## config.mk

```make
export PLATFORM = sky130hd
export DESIGN_NAME = pll_cen_gen
export DESIGN_NICKNAME = d
export VERILOG_FILES = /design/src/rtl/pll_cen_gen.sv
export SDC_FILE = /design/constraint.sdc
export NUM_CORES = 1
export LEC_CHECK = 0
export ABC_CLOCK_PERIOD_IN_PS = 5720
export BUFFER_PORTS_ARGS = -buffer_cell sky130_fd_sc_hd__buf_2
export CELL_PAD_IN_SITES_DETAIL_PLACEMENT = 1
export CELL_PAD_IN_SITES_GLOBAL_PLACEMENT = 1
export CORE_ASPECT_RATIO = 0.6
export CORE_UTILIZATION = 45
export DETAILED_ROUTE_END_ITERATION = 8
export PLACE_DENSITY_LB_ADDON = 0.1
export SYNTH_ARGS = -nofsm -noshare
export SYNTH_HDL_FRONTEND = slang
export SYNTH_SLANG_ARGS = --single-unit
```

## constraint.sdc

```tcl
create_clock -name refclk -period 5.72 [get_ports refclk]
set_input_delay 1.144 -clock refclk [delete_from_list [all_inputs] [get_ports refclk]]
set_output_delay 1.144 -clock refclk [all_outputs]
set_load 0.05 [all_outputs]
```

## src/rtl/pll_cen_gen.sv

```systemverilog
// pll_cen_gen: lock-qualified multi-channel fractional clock-enable generator.
// Define CEN_RUNTIME_CFG_EN to add runtime-writable per-channel ratio registers.
module pll_cen_gen #(
    parameter int                        NUM_CH      = 3,
    parameter int                        ACC_W       = 16,
    parameter logic [NUM_CH*ACC_W-1:0]   CH_NUM      = {16'd1, 16'd1, 16'd1},
    parameter logic [NUM_CH*ACC_W-1:0]   CH_DEN      = {16'd2, 16'd8, 16'd1},
    parameter int                        LOCK_CYCLES = 1024
) (
    input  logic              refclk,
    input  logic              rst,
    input  logic              pll_locked,
    input  logic              sync,
`ifdef CEN_RUNTIME_CFG_EN
    input  logic              cfg_we,
    input  logic [2:0]        cfg_ch,
    input  logic [ACC_W-1:0]  cfg_num,
    input  logic [ACC_W-1:0]  cfg_den,
`endif
    output logic [NUM_CH-1:0] cen,
    output logic              ready,
    output logic              locked
);
    localparam logic [1:0] ST_UNLOCKED = 2'd0;
    localparam logic [1:0] ST_QUALIFY  = 2'd1;
    localparam logic [1:0] ST_RUN      = 2'd2;
    localparam int         CW          = $clog2(LOCK_CYCLES + 1);

    logic                              sync1_q, sync2_q;
    logic [1:0]                        state_q, state_d;
    logic [CW-1:0]                     cnt_q, cnt_d;
    logic                              qual_done, acc_en, acc_clr;
    logic [NUM_CH-1:0][ACC_W-1:0]      acc_q, acc_d, num_w, den_w;
    logic [NUM_CH-1:0][ACC_W:0]        sum_w;
    logic [NUM_CH-1:0]                 cen_q, cen_d, ovf_w, wr_w;

    always_ff @(posedge refclk or posedge rst) begin
        if (rst) begin
            sync1_q <= 1'b0;
            sync2_q <= 1'b0;
            state_q <= ST_UNLOCKED;
            cnt_q   <= '0;
            acc_q   <= '0;
            cen_q   <= '0;
        end else begin
            sync1_q <= pll_locked;
            sync2_q <= sync1_q;
            state_q <= state_d;
            cnt_q   <= cnt_d;
            acc_q   <= acc_d;
            cen_q   <= cen_d;
        end
    end

    // The locked sample that leaves UNLOCKED is the first of the LOCK_CYCLES qualifying samples.
    assign qual_done = int'(cnt_q) + 1 >= LOCK_CYCLES - 1;

    always_comb begin
        state_d = ST_UNLOCKED;
        cnt_d   = '0;
        if (sync2_q) begin
            state_d = (state_q == ST_UNLOCKED) ? ST_QUALIFY :
                      (state_q == ST_RUN || (state_q == ST_QUALIFY && qual_done)) ? ST_RUN :
                      (state_q == ST_QUALIFY) ? ST_QUALIFY : ST_UNLOCKED;
            cnt_d   = (state_q == ST_QUALIFY && !qual_done) ? cnt_q + 1'b1 : '0;
        end
    end

    // The RUN entry edge already adds from the zeroed accumulator; sync only acts while in RUN.
    assign acc_en  = state_d == ST_RUN;
    assign acc_clr = sync && state_q == ST_RUN;

    always_comb begin
        sum_w = '0;
        ovf_w = '0;
        acc_d = '0;
        cen_d = '0;
        for (int i = 0; i < NUM_CH; i++) begin
            sum_w[i] = {1'b0, acc_q[i]} + {1'b0, num_w[i]};
            ovf_w[i] = sum_w[i] >= {1'b0, den_w[i]};
            acc_d[i] = (acc_en && !acc_clr && !wr_w[i]) ? sum_w[i][ACC_W-1:0] - (ovf_w[i] ? den_w[i] : '0) : '0;
            cen_d[i] = acc_en && !acc_clr && !wr_w[i] && ovf_w[i];
        end
    end

`ifdef CEN_RUNTIME_CFG_EN
    logic [NUM_CH-1:0][ACC_W-1:0] num_q, den_q;

    always_comb begin
        wr_w = '0;
        for (int i = 0; i < NUM_CH; i++) wr_w[i] = cfg_we && cfg_ch == 3'(i);
    end

    always_ff @(posedge refclk or posedge rst) begin
        if (rst) begin
            num_q <= CH_NUM;
            den_q <= CH_DEN;
        end else begin
            for (int i = 0; i < NUM_CH; i++) begin
                if (wr_w[i]) begin
                    num_q[i] <= cfg_num;
                    den_q[i] <= cfg_den;
                end
            end
        end
    end

    assign num_w = num_q;
    assign den_w = den_q;
`else
    assign wr_w  = '0;
    assign num_w = CH_NUM;
    assign den_w = CH_DEN;
`endif

    for (genvar c = 0; c < NUM_CH; c++) begin : g_chk
        a_ratio: assert property (@(posedge refclk) disable iff (rst) den_w[c] != '0 && num_w[c] <= den_w[c]);
    end

    assign cen    = cen_q;
    assign ready  = state_q == ST_RUN;
    assign locked = sync2_q;
endmodule
```

==> metrics.md, run 1 <==
| Metric | Value |
|---|---|
| Arr. time, crit path | `4210 ps` |
| Min Clock Period, post-route | `4020 ps` |
| Register area | `0.00165 mm^2` |
| R2R Path Start | `acc_q[37]` |
| Post-CTS sizing | `0` |
| Worst setup margin | `1700 ps` |
| Synth Flop Type | `dfrtp_1` |
| Vias per inst | `6.03` |
| Pin count of the biggest net entering global routing | `51` |
| Initial Util | `47.1%` |
| Total CTS buffers | `9` |
| Multi-input logic area | `0.00282 mm^2` |
| Area Growth Syn to Fin | `7.83%` |
| R2R Setup Slk | `1700 ps` |
| Area of the core | `0.00998 mm^2` |
| Layout Cells excl Fill | `665` |
| Drt first pass iters | `4` |
| CTS H-tree lvls | `3` |
| RSZ-0062 raised after global routing | `false` |
| Clk slew on worst S/H paths | `60 ps` |
| Leak | `1.98 nW` |
| First-pass GRT wire length | `20600 um` |
| FF+latch count, synth | `66` |
| Number of max-cap violations | `0` |
| Number of synthesized flops with an enable pin | `0` |
| GR Util met3 | `4.74%` |
| GR Util All Layers | `24.4%` |
| CTS tree | `yes` |
| CP Class | `register to register` |
| Min-delay src | `sync1_q` |
| Worst-Margin Slew | `790 ps` |
| Routed WL | `12200 um` |
| Fill cells | `1190` |
| RR Endpoint | `acc_q[41]` |
| CTS max path bufs | `2` |
| Post-synthesis sequential area ratio | `35.2%` |
| Final Net Count | `543` |
| Syn Inst Count | `536` |
| Dpl cells | `650` |
| Slew headroom | `46.8%` |
| Worst setup SP type | `register` |
| Slew Viols, Final | `0` |
| DP Area | `0.00475 mm^2` |
| Fmax | `249 MHz` |
| Post-DP HPWL | `8610 um` |
| Layout cells sized above 1 | `8.68%` |
| Critical path endpoint category | `register` |
| Crit path required time | `5910 ps` |
| Final GP Congestion | `0.826` |
| Maximum vdd drop | `0.000223 V` |
| Reg2reg path depth | `12` |
| Post-CTS setup buffer count | `0` |
| Number of global-route vias before repair | `4032` |
| Met1 Track Usage GR | `35.2%` |
| Worst-skew pair later-pin latency | `340 ps` |
| FFs w/ async S/R, synth | `100%` |
| Pwr Density | `379 mW/mm^2` |
| CP Max Fanout | `10` |
| I/O Buffers | `8` |
| DIE HEIGHT | `81.1 um` |
| Std cell rows | `28` |
| Synthesized area | `0.00470 mm^2` |
| Overall power | `0.00192 W` |
| Tcrit/Tclk final | `70.3%` |
| M2 GR Usage | `37.2%` |
| Remaining Overflow, GRT | `0` |
| Clock sinks | `66` |
| YS warnings | `0` |
| Routed Antenna Nets | `0` |
| Initial DRC count | `186` |
| Avg Inst Size Synth | `8.77 um^2` |
| Drt drc | `0` |
| Initial antenna violation count | `0` |
| CTS root buffer | `clkbuf_16` |
| Antenna fix cells | `0` |
| DR WL/cell | `18.4 um` |
| Hold Path Depth | `0` |
| Ports | `9` |
| Final Setup Violations | `0` |
| Via Count | `4010` |
| Clock skew | `7.18 ps` |
| Syn Nets | `553` |
| Status | `completed` |
| Final instance area | `0.00507 mm^2` |
| DIE AREA | `0.0109 mm^2` |
| Sum of negative setup slack | `0 ps` |
| Dpl ws | `1770 ps` |
| Hold Path End | `locked` |
| Worst hold path type | `register to register` |
| Hold Buf Count CTS | `0` |
| Global routing's busiest layer | `met2` |
| Final hold vios | `0` |
| Die X | `134 um` |
| Post-synthesis cell type count | `79` |
## cell type report
cell class                      instances  area share, %
Sequential cell                        66           32.6
Clock inverter                          6           1.83
Multi-Input combinational cell        426           55.7
Inverter                               13          0.963
Tap cell                              135           3.33
Clock buffer                            9           4.45
Timing Repair Buffer                   10           1.09
## cells in the final DEF (no fill, tap or decap), types with 3 or more instances in the layout
cell / synthesis / layout
a211oi_1: 4 / 4
a21oi_1: 22 / 22
a22oi_1: 3 / 3
a31oi_1: 6 / 6
and2_1: 7 / 7
and3_1: 10 / 10
and4_1: 7 / 7
buf_2: 5 / 8
clkbuf_16: 0 / 9
dfrtp_1: 66 / 66
ha_1: 13 / 13
inv_1: 13 / 12
mux2_2: 3 / 3
mux2i_1: 9 / 9
nand2_1: 30 / 30
nand2b_1: 7 / 7
nand3_1: 30 / 30
nand4_1: 19 / 19
nor2_1: 62 / 62
nor2b_1: 7 / 7
nor3_1: 24 / 24
nor3b_1: 3 / 3
nor4_1: 16 / 16
o211ai_1: 5 / 5
o21a_1: 5 / 5
o21ai_0: 10 / 10
o31ai_1: 3 / 3
o32ai_1: 4 / 4
or3_1: 6 / 6
xnor2_1: 39 / 39
xor2_1: 23 / 23
## metal layers
| metal | vias to the layer above | routed length, um |
|---|---|---|
| li1 | 1945 | - |
| met1 | 2020 | 6530 |
| met2 | 33 | 5290 |
| met3 | 12 | 305 |
| met4 | 0 | 107 |
| met5 | - | 0 |
## stage by stage
step	utilization, %	hold WS [ps]
2_1_floorplan	-	331
3_3_place_gp	47.6	333
3_5_place_dp	47.6	336
4_1_cts	50.7	347
5_1_grt	50.7	364
6_report	50.7	348
## worst max-delay path, cell delays in order, from the launching register on
cell and delay (ps):
dfrtp_1 510, nand3_1 280, nor4_1 730, mux2_2 420, o221a_2 140, o211ai_1 110
ha_1 290, ha_1 290, nand4_1 140, nand3_1 310, nor4b_1 420, o21a_1 190
nor3_1 40
## logic make-up after synthesis
group,synth area share [%]
AND/OR/NAND/NOR,27.9
AO/OA/AOI/OAI,14.3
multiplexers,2.64
flip-flops,35.2
XOR/XNOR,11.6
buffers and inverters,4.85
adder cells (fa/ha/maj),3.46
other,0.0798
## synthesized netlist by cell type (all sizes together), types with 3 or more instances
| library cell | number | area, um^2 |
|---|---|---|
| a211oi | 5 | 50.1 |
| a21oi | 23 | 119 |
| a22oi | 3 | 22.5 |
| a31oi | 6 | 37.5 |
| and2 | 7 | 43.8 |
| and3 | 12 | 81.3 |
| and4 | 8 | 71.3 |
| buf | 14 | 104 |
| clkbuf | 17 | 75.1 |
| dfrtp | 66 | 1650 |
| ha | 13 | 163 |
| inv | 13 | 48.8 |
| mux2 | 3 | 33.8 |
| mux2i | 9 | 90.1 |
| nand2 | 30 | 113 |
| nand2b | 7 | 43.8 |
| nand3 | 30 | 150 |
| nand4 | 19 | 119 |
| nor2 | 63 | 239 |
| nor2b | 7 | 43.8 |
| nor3 | 25 | 130 |
| nor3b | 3 | 22.5 |
| nor4 | 18 | 125 |
| o211ai | 5 | 37.5 |
| o21a | 5 | 37.5 |
| o21ai | 10 | 50.1 |
| o31ai | 3 | 22.5 |
| o32ai | 4 | 35.0 |
| or3 | 7 | 45.1 |
| xnor2 | 39 | 342 |
| xor2 | 23 | 201 |
## flip-flops by register name, indices dropped and copies added (netlist names)
name / count
state_q: 2
cen: 3
acc_q: 48
cnt_q: 11
locked: 1
sync1_q: 1
## report_power, final
group          internal [W]  switching (W)  leakage (nW)
Sequential         0.000499      0.0000561         0.910
Clock              0.000381       0.000223         0.148
Combinational      0.000336       0.000425         0.923
Total               0.00122       0.000704          1.98
## worst max-delay path by stage
stage	start	slack [ps]	depth (start not counted)	to
final	acc_q[37]	1700	12	acc_q[41]
after global routing	acc_q[37]	1380	12	acc_q[41]
after CTS	acc_q[37]	1680	12	acc_q[41]
after detailed placement	acc_q[37]	1770	12	acc_q[41]
after global placement	acc_q[37]	1990	12	acc_q[45]
after floorplan	acc_q[32]	2460	14	acc_q[41]
(Power assumes the default switching activity.)
==> run 2, diff against run 1 <==
Settings changed: ABC_AREA set to 1, ABC_CLOCK_PERIOD_IN_PS 5720 to 3250, CORE_UTILIZATION 45 to 42.
Clock period 5.72 ns to 3.25 ns, I/O delays scaled along.
==> metrics.md, run 2 <==
| Metric | Value |
|---|---|
| DIE AREA | `0.0120 mm^2 (+11%)` |
| Syn Nets | `748 (+35%)` |
| CTS H-tree lvls | `3 (unchanged)` |
| Sum of negative setup slack | `0 ps (unchanged)` |
| Leading cell type in the layout, fill and taps excluded | `nand2_1` |
| Syn Inst Count | `731 (+36%)` |
| Avg Inst Size Synth | `6.66 um^2 (-24%)` |
| Dpl ws | `23.0 ps (-1750 ps)` |
| Synth top area cells | `dfrtp_1 34%, nand2_1 17%, nor2_1 10%` |
| Remaining Overflow, GRT | `0 (unchanged)` |
| FFs w/ async S/R, synth | `100% (unchanged)` |
| Fill cells | `1505 (+26%)` |
| Area of the core | `0.0113 mm^2 (+13%)` |
| Slew headroom | `52.0% (+5.2 points)` |
| Pwr Density | `759 mW/mm^2 (+100%)` |
| Fmax | `326 MHz (+31%)` |
| Largest Register | `acc_q` |
| Drt drc | `0 (unchanged)` |
| CP Max Fanout | `6 (-4)` |
| Final Setup Violations | `0 (unchanged)` |
| Layout cells sized above 1 | `12.4% (+3.7 points)` |
| Routed WL | `13800 um (+13%)` |
| Worst-Margin Slew | `719 ps (-71.3 ps)` |
| CTS root buffer | `clkbuf_16` |
| Synthesized area | `0.00487 mm^2 (+3.6%)` |
| Number of max-cap violations | `0 (unchanged)` |
| Multi-input logic area | `0.00286 mm^2 (+1.2%)` |
| Arr. time, crit path | `3250 ps (-960 ps)` |
| Std cell rows | `30 (+7.1%)` |
| RR Endpoint | `acc_q[6]` |
| Clk network pwr share | `27.8% (-3.6 points)` |
| Via Count | `4606 (+15%)` |
| Hold Path End | `locked` |
| Drt first pass iters | `4 (unchanged)` |
| Share of power burned in registers | `23.9% (-5.0 points)` |
| Post-synthesis cell type count | `28 (-65%)` |
| Post-synthesis sequential area ratio | `33.9% (-1.2 points)` |
| CTS max path bufs | `2 (unchanged)` |
| Final hold vios | `0 (unchanged)` |
| Number of synthesized flops with an enable pin | `0 (unchanged)` |
| Total CTS buffers | `9 (unchanged)` |
| CP Class | `register to register` |
| Min Clock Period, post-route | `3060 ps (-958 ps)` |
| Max FFs per register | `48 (unchanged)` |
| GR Util All Layers | `24.5% (+0.12 points)` |
| Synth top area share | `33.9% (-1.2 points)` |
| Register area | `0.00166 mm^2 (+0.30%)` |
| Status | `completed` |
| Combinational Power Share | `48.3% (+8.6 points)` |
| Die X | `141 um (+5.3%)` |
| Clk slew on worst S/H paths | `60 ps (about the same)` |
| DIE HEIGHT | `85.4 um (+5.2%)` |
| R2R Path Start | `acc_q[0]` |
| Count leader, synth | `nand2_1` |
| Slew Viols, Final | `0 (unchanged)` |
| Tcrit/Tclk final | `94.3% (+24 points)` |
| Switching Share | `42.1% (+5.4 points)` |
| CTS tree | `yes` |
| Clock skew | `7.23 ps (+0.0511 ps)` |
| Ports | `9 (unchanged)` |
| Internal Power | `0.00243 W (+100%)` |
| Post-DP HPWL | `10600 um (+23%)` |
| Area Growth Syn to Fin | `13.7%` |
| Reg2reg path depth | `19 (+7)` |
| Min-delay src | `sync1_q` |
| Worst setup margin | `187 ps (-1510 ps)` |
| Worst-skew pair later-pin latency | `330 ps (about the same)` |
| Maximum vdd drop | `0.000889 V (+300%)` |
| Synth area leader | `dfrtp_1` |
| I/O Buffers | `8 (unchanged)` |
| FF+latch count, synth | `66 (unchanged)` |
| Hold Path Depth | `0 (unchanged)` |
| DR WL/cell | `15.0 um (-18%)` |
| Initial antenna violation count | `0 (unchanged)` |
| Critical path endpoint category | `register` |
| Number of global-route vias before repair | `4652 (+15%)` |
| Clock sinks | `66 (unchanged)` |
| Worst hold path type | `register to register` |
| Crit path required time | `3440 ps (-2470 ps)` |
| Final Net Count | `769 (+42%)` |
| Final GP Congestion | `0.825 (-0.16%)` |
| Psw | `0.00177 W (+150%)` |
| First-pass GRT wire length | `23100 um (+12%)` |
| Worst setup SP type | `register` |
| Antenna fix cells | `0 (unchanged)` |
| YS warnings | `0 (unchanged)` |
| Synth Flop Type | `dfrtp_1` |
| Synth top cells by count | `220 x nand2_1, 135 x nor2_1, 97 x inv_1` |
| Leak | `2.56 nW (+29%)` |
| Pin count of the biggest net entering global routing | `52 (+2.0%)` |
| Initial DRC count | `196 (+5.4%)` |
| R2R Setup Slk | `190 ps (-1510 ps)` |
| Routed Antenna Nets | `0 (unchanged)` |
| Vias per inst | `5.02 (-17%)` |
| Initial Util | `43.1% (-4.0 points)` |
| Commonest cells after routing, fill and taps aside | `217 x nand2_1, 130 x nor2_1, 96 x inv_1` |
run 2: changes by cell type in the layout (fill, tap and decap cells not counted), moves of 16 or more:
cell and change:
nor2_2 +22, nand3_1 +25, nor3_1 -16, nand2_1 +187, inv_1 +84, xnor2_1 -25
nor4_1 -16, nor2_1 +68, a21oi_1 -20
run 2: how the worst max path moves through the flow:
stage | startpoint | to | depth (start not counted)
2_1_floorplan | acc_q[0] | acc_q[10] | 19
3_3_place_gp | acc_q[32] | acc_q[43] | 14
3_5_place_dp | acc_q[0] | acc_q[6] | 19
4_1_cts | acc_q[0] | acc_q[6] | 19
5_1_grt | acc_q[33] | acc_q[39] | 18
6_report | acc_q[0] | acc_q[6] | 19
run 2: power groups by stage:
stage	registers, W	logic (W)	clock network, W
after global placement	0.00101	0.00192	0
after global routing	0.00102	0.00228	0.00121
after detailed placement	0.00102	0.00199	0
after floorplan	0.00101	0.00152	0
after CTS	0.00100	0.00201	0.00119
final	0.00100	0.00203	0.00117
run 2: cell families (layout without fill, tap and decap cells):
| family | after synthesis | count (layout) | synth area share [%] |
|---|---|---|---|
| simple gates | 498 | 498 | 45.8 |
| buf+inv | 102 | 128 | 8.63 |
| flops | 66 | 66 | 33.9 |
| xor+xnor | 34 | 34 | 6.27 |
| compound gates | 17 | 17 | 2.00 |
| fa+ha+maj | 13 | 13 | 3.34 |
| other cells | 1 | 1 | 0.0770 |
run 2: timing repair:
item                                    4_1_cts  5_1_grt
setup buffers                                 0        0
resized for setup                             1       20
hold buffers                                  0        0
endpoints found under the setup margin        3       22
pin swaps                                     0        1
run 2: per-layer routing:
layer  vias to the layer above  global-route usage, %  wire length, um
met3                         9                   4.40              364
li1                       2313                      -                -
met5                         -                      0                0
met4                         0                   3.46               78
met2                        37                   39.0             6090
met1                      2247                   35.4             7250
run 2: metrics by stage:
| stage | std cells | hold WS (ps) | instance area (um^2) | total power, W | utilization [%] |
|---|---|---|---|---|---|
| 6_report | 917 | 349 | 5540 | 0.00420 | 49.0 |
| 5_1_grt | 917 | 368 | 5540 | 0.00451 | 49.0 |
| 4_1_cts | 917 | 351 | 5470 | 0.00420 | 48.4 |
| 3_5_place_dp | 901 | 338 | 5120 | 0.00300 | 45.3 |
| 3_3_place_gp | 901 | 335 | 5120 | 0.00293 | 45.3 |
| 2_1_floorplan | 731 | 331 | 4870 | 0.00253 | - |
run 2: final cells by class:
cell class	instances	share of cell area (%)
inverter	97	6.58
tap	160	3.62
sequential	66	29.9
timing repair buffer	15	1.90
clock inverter	7	2.26
clock buffer	9	4.07
multi-input combinational	563	51.7
run 2: critical path, cell delays in order, from the launching register on:
cell	delay [ps]
dfrtp_2	420
ha_2	230
nand2_2	100
nor2_4	160
nand2_1	80
nand2_2	140
nand2_1	90
nor2_1	180
nand3_2	140
nor2_1	110
nor2_1	70
inv_1	60
ha_1	210
ha_1	220
inv_1	80
nor2_4	160
inv_1	80
nor2_1	120
xor2_1	180
nor2_1	80
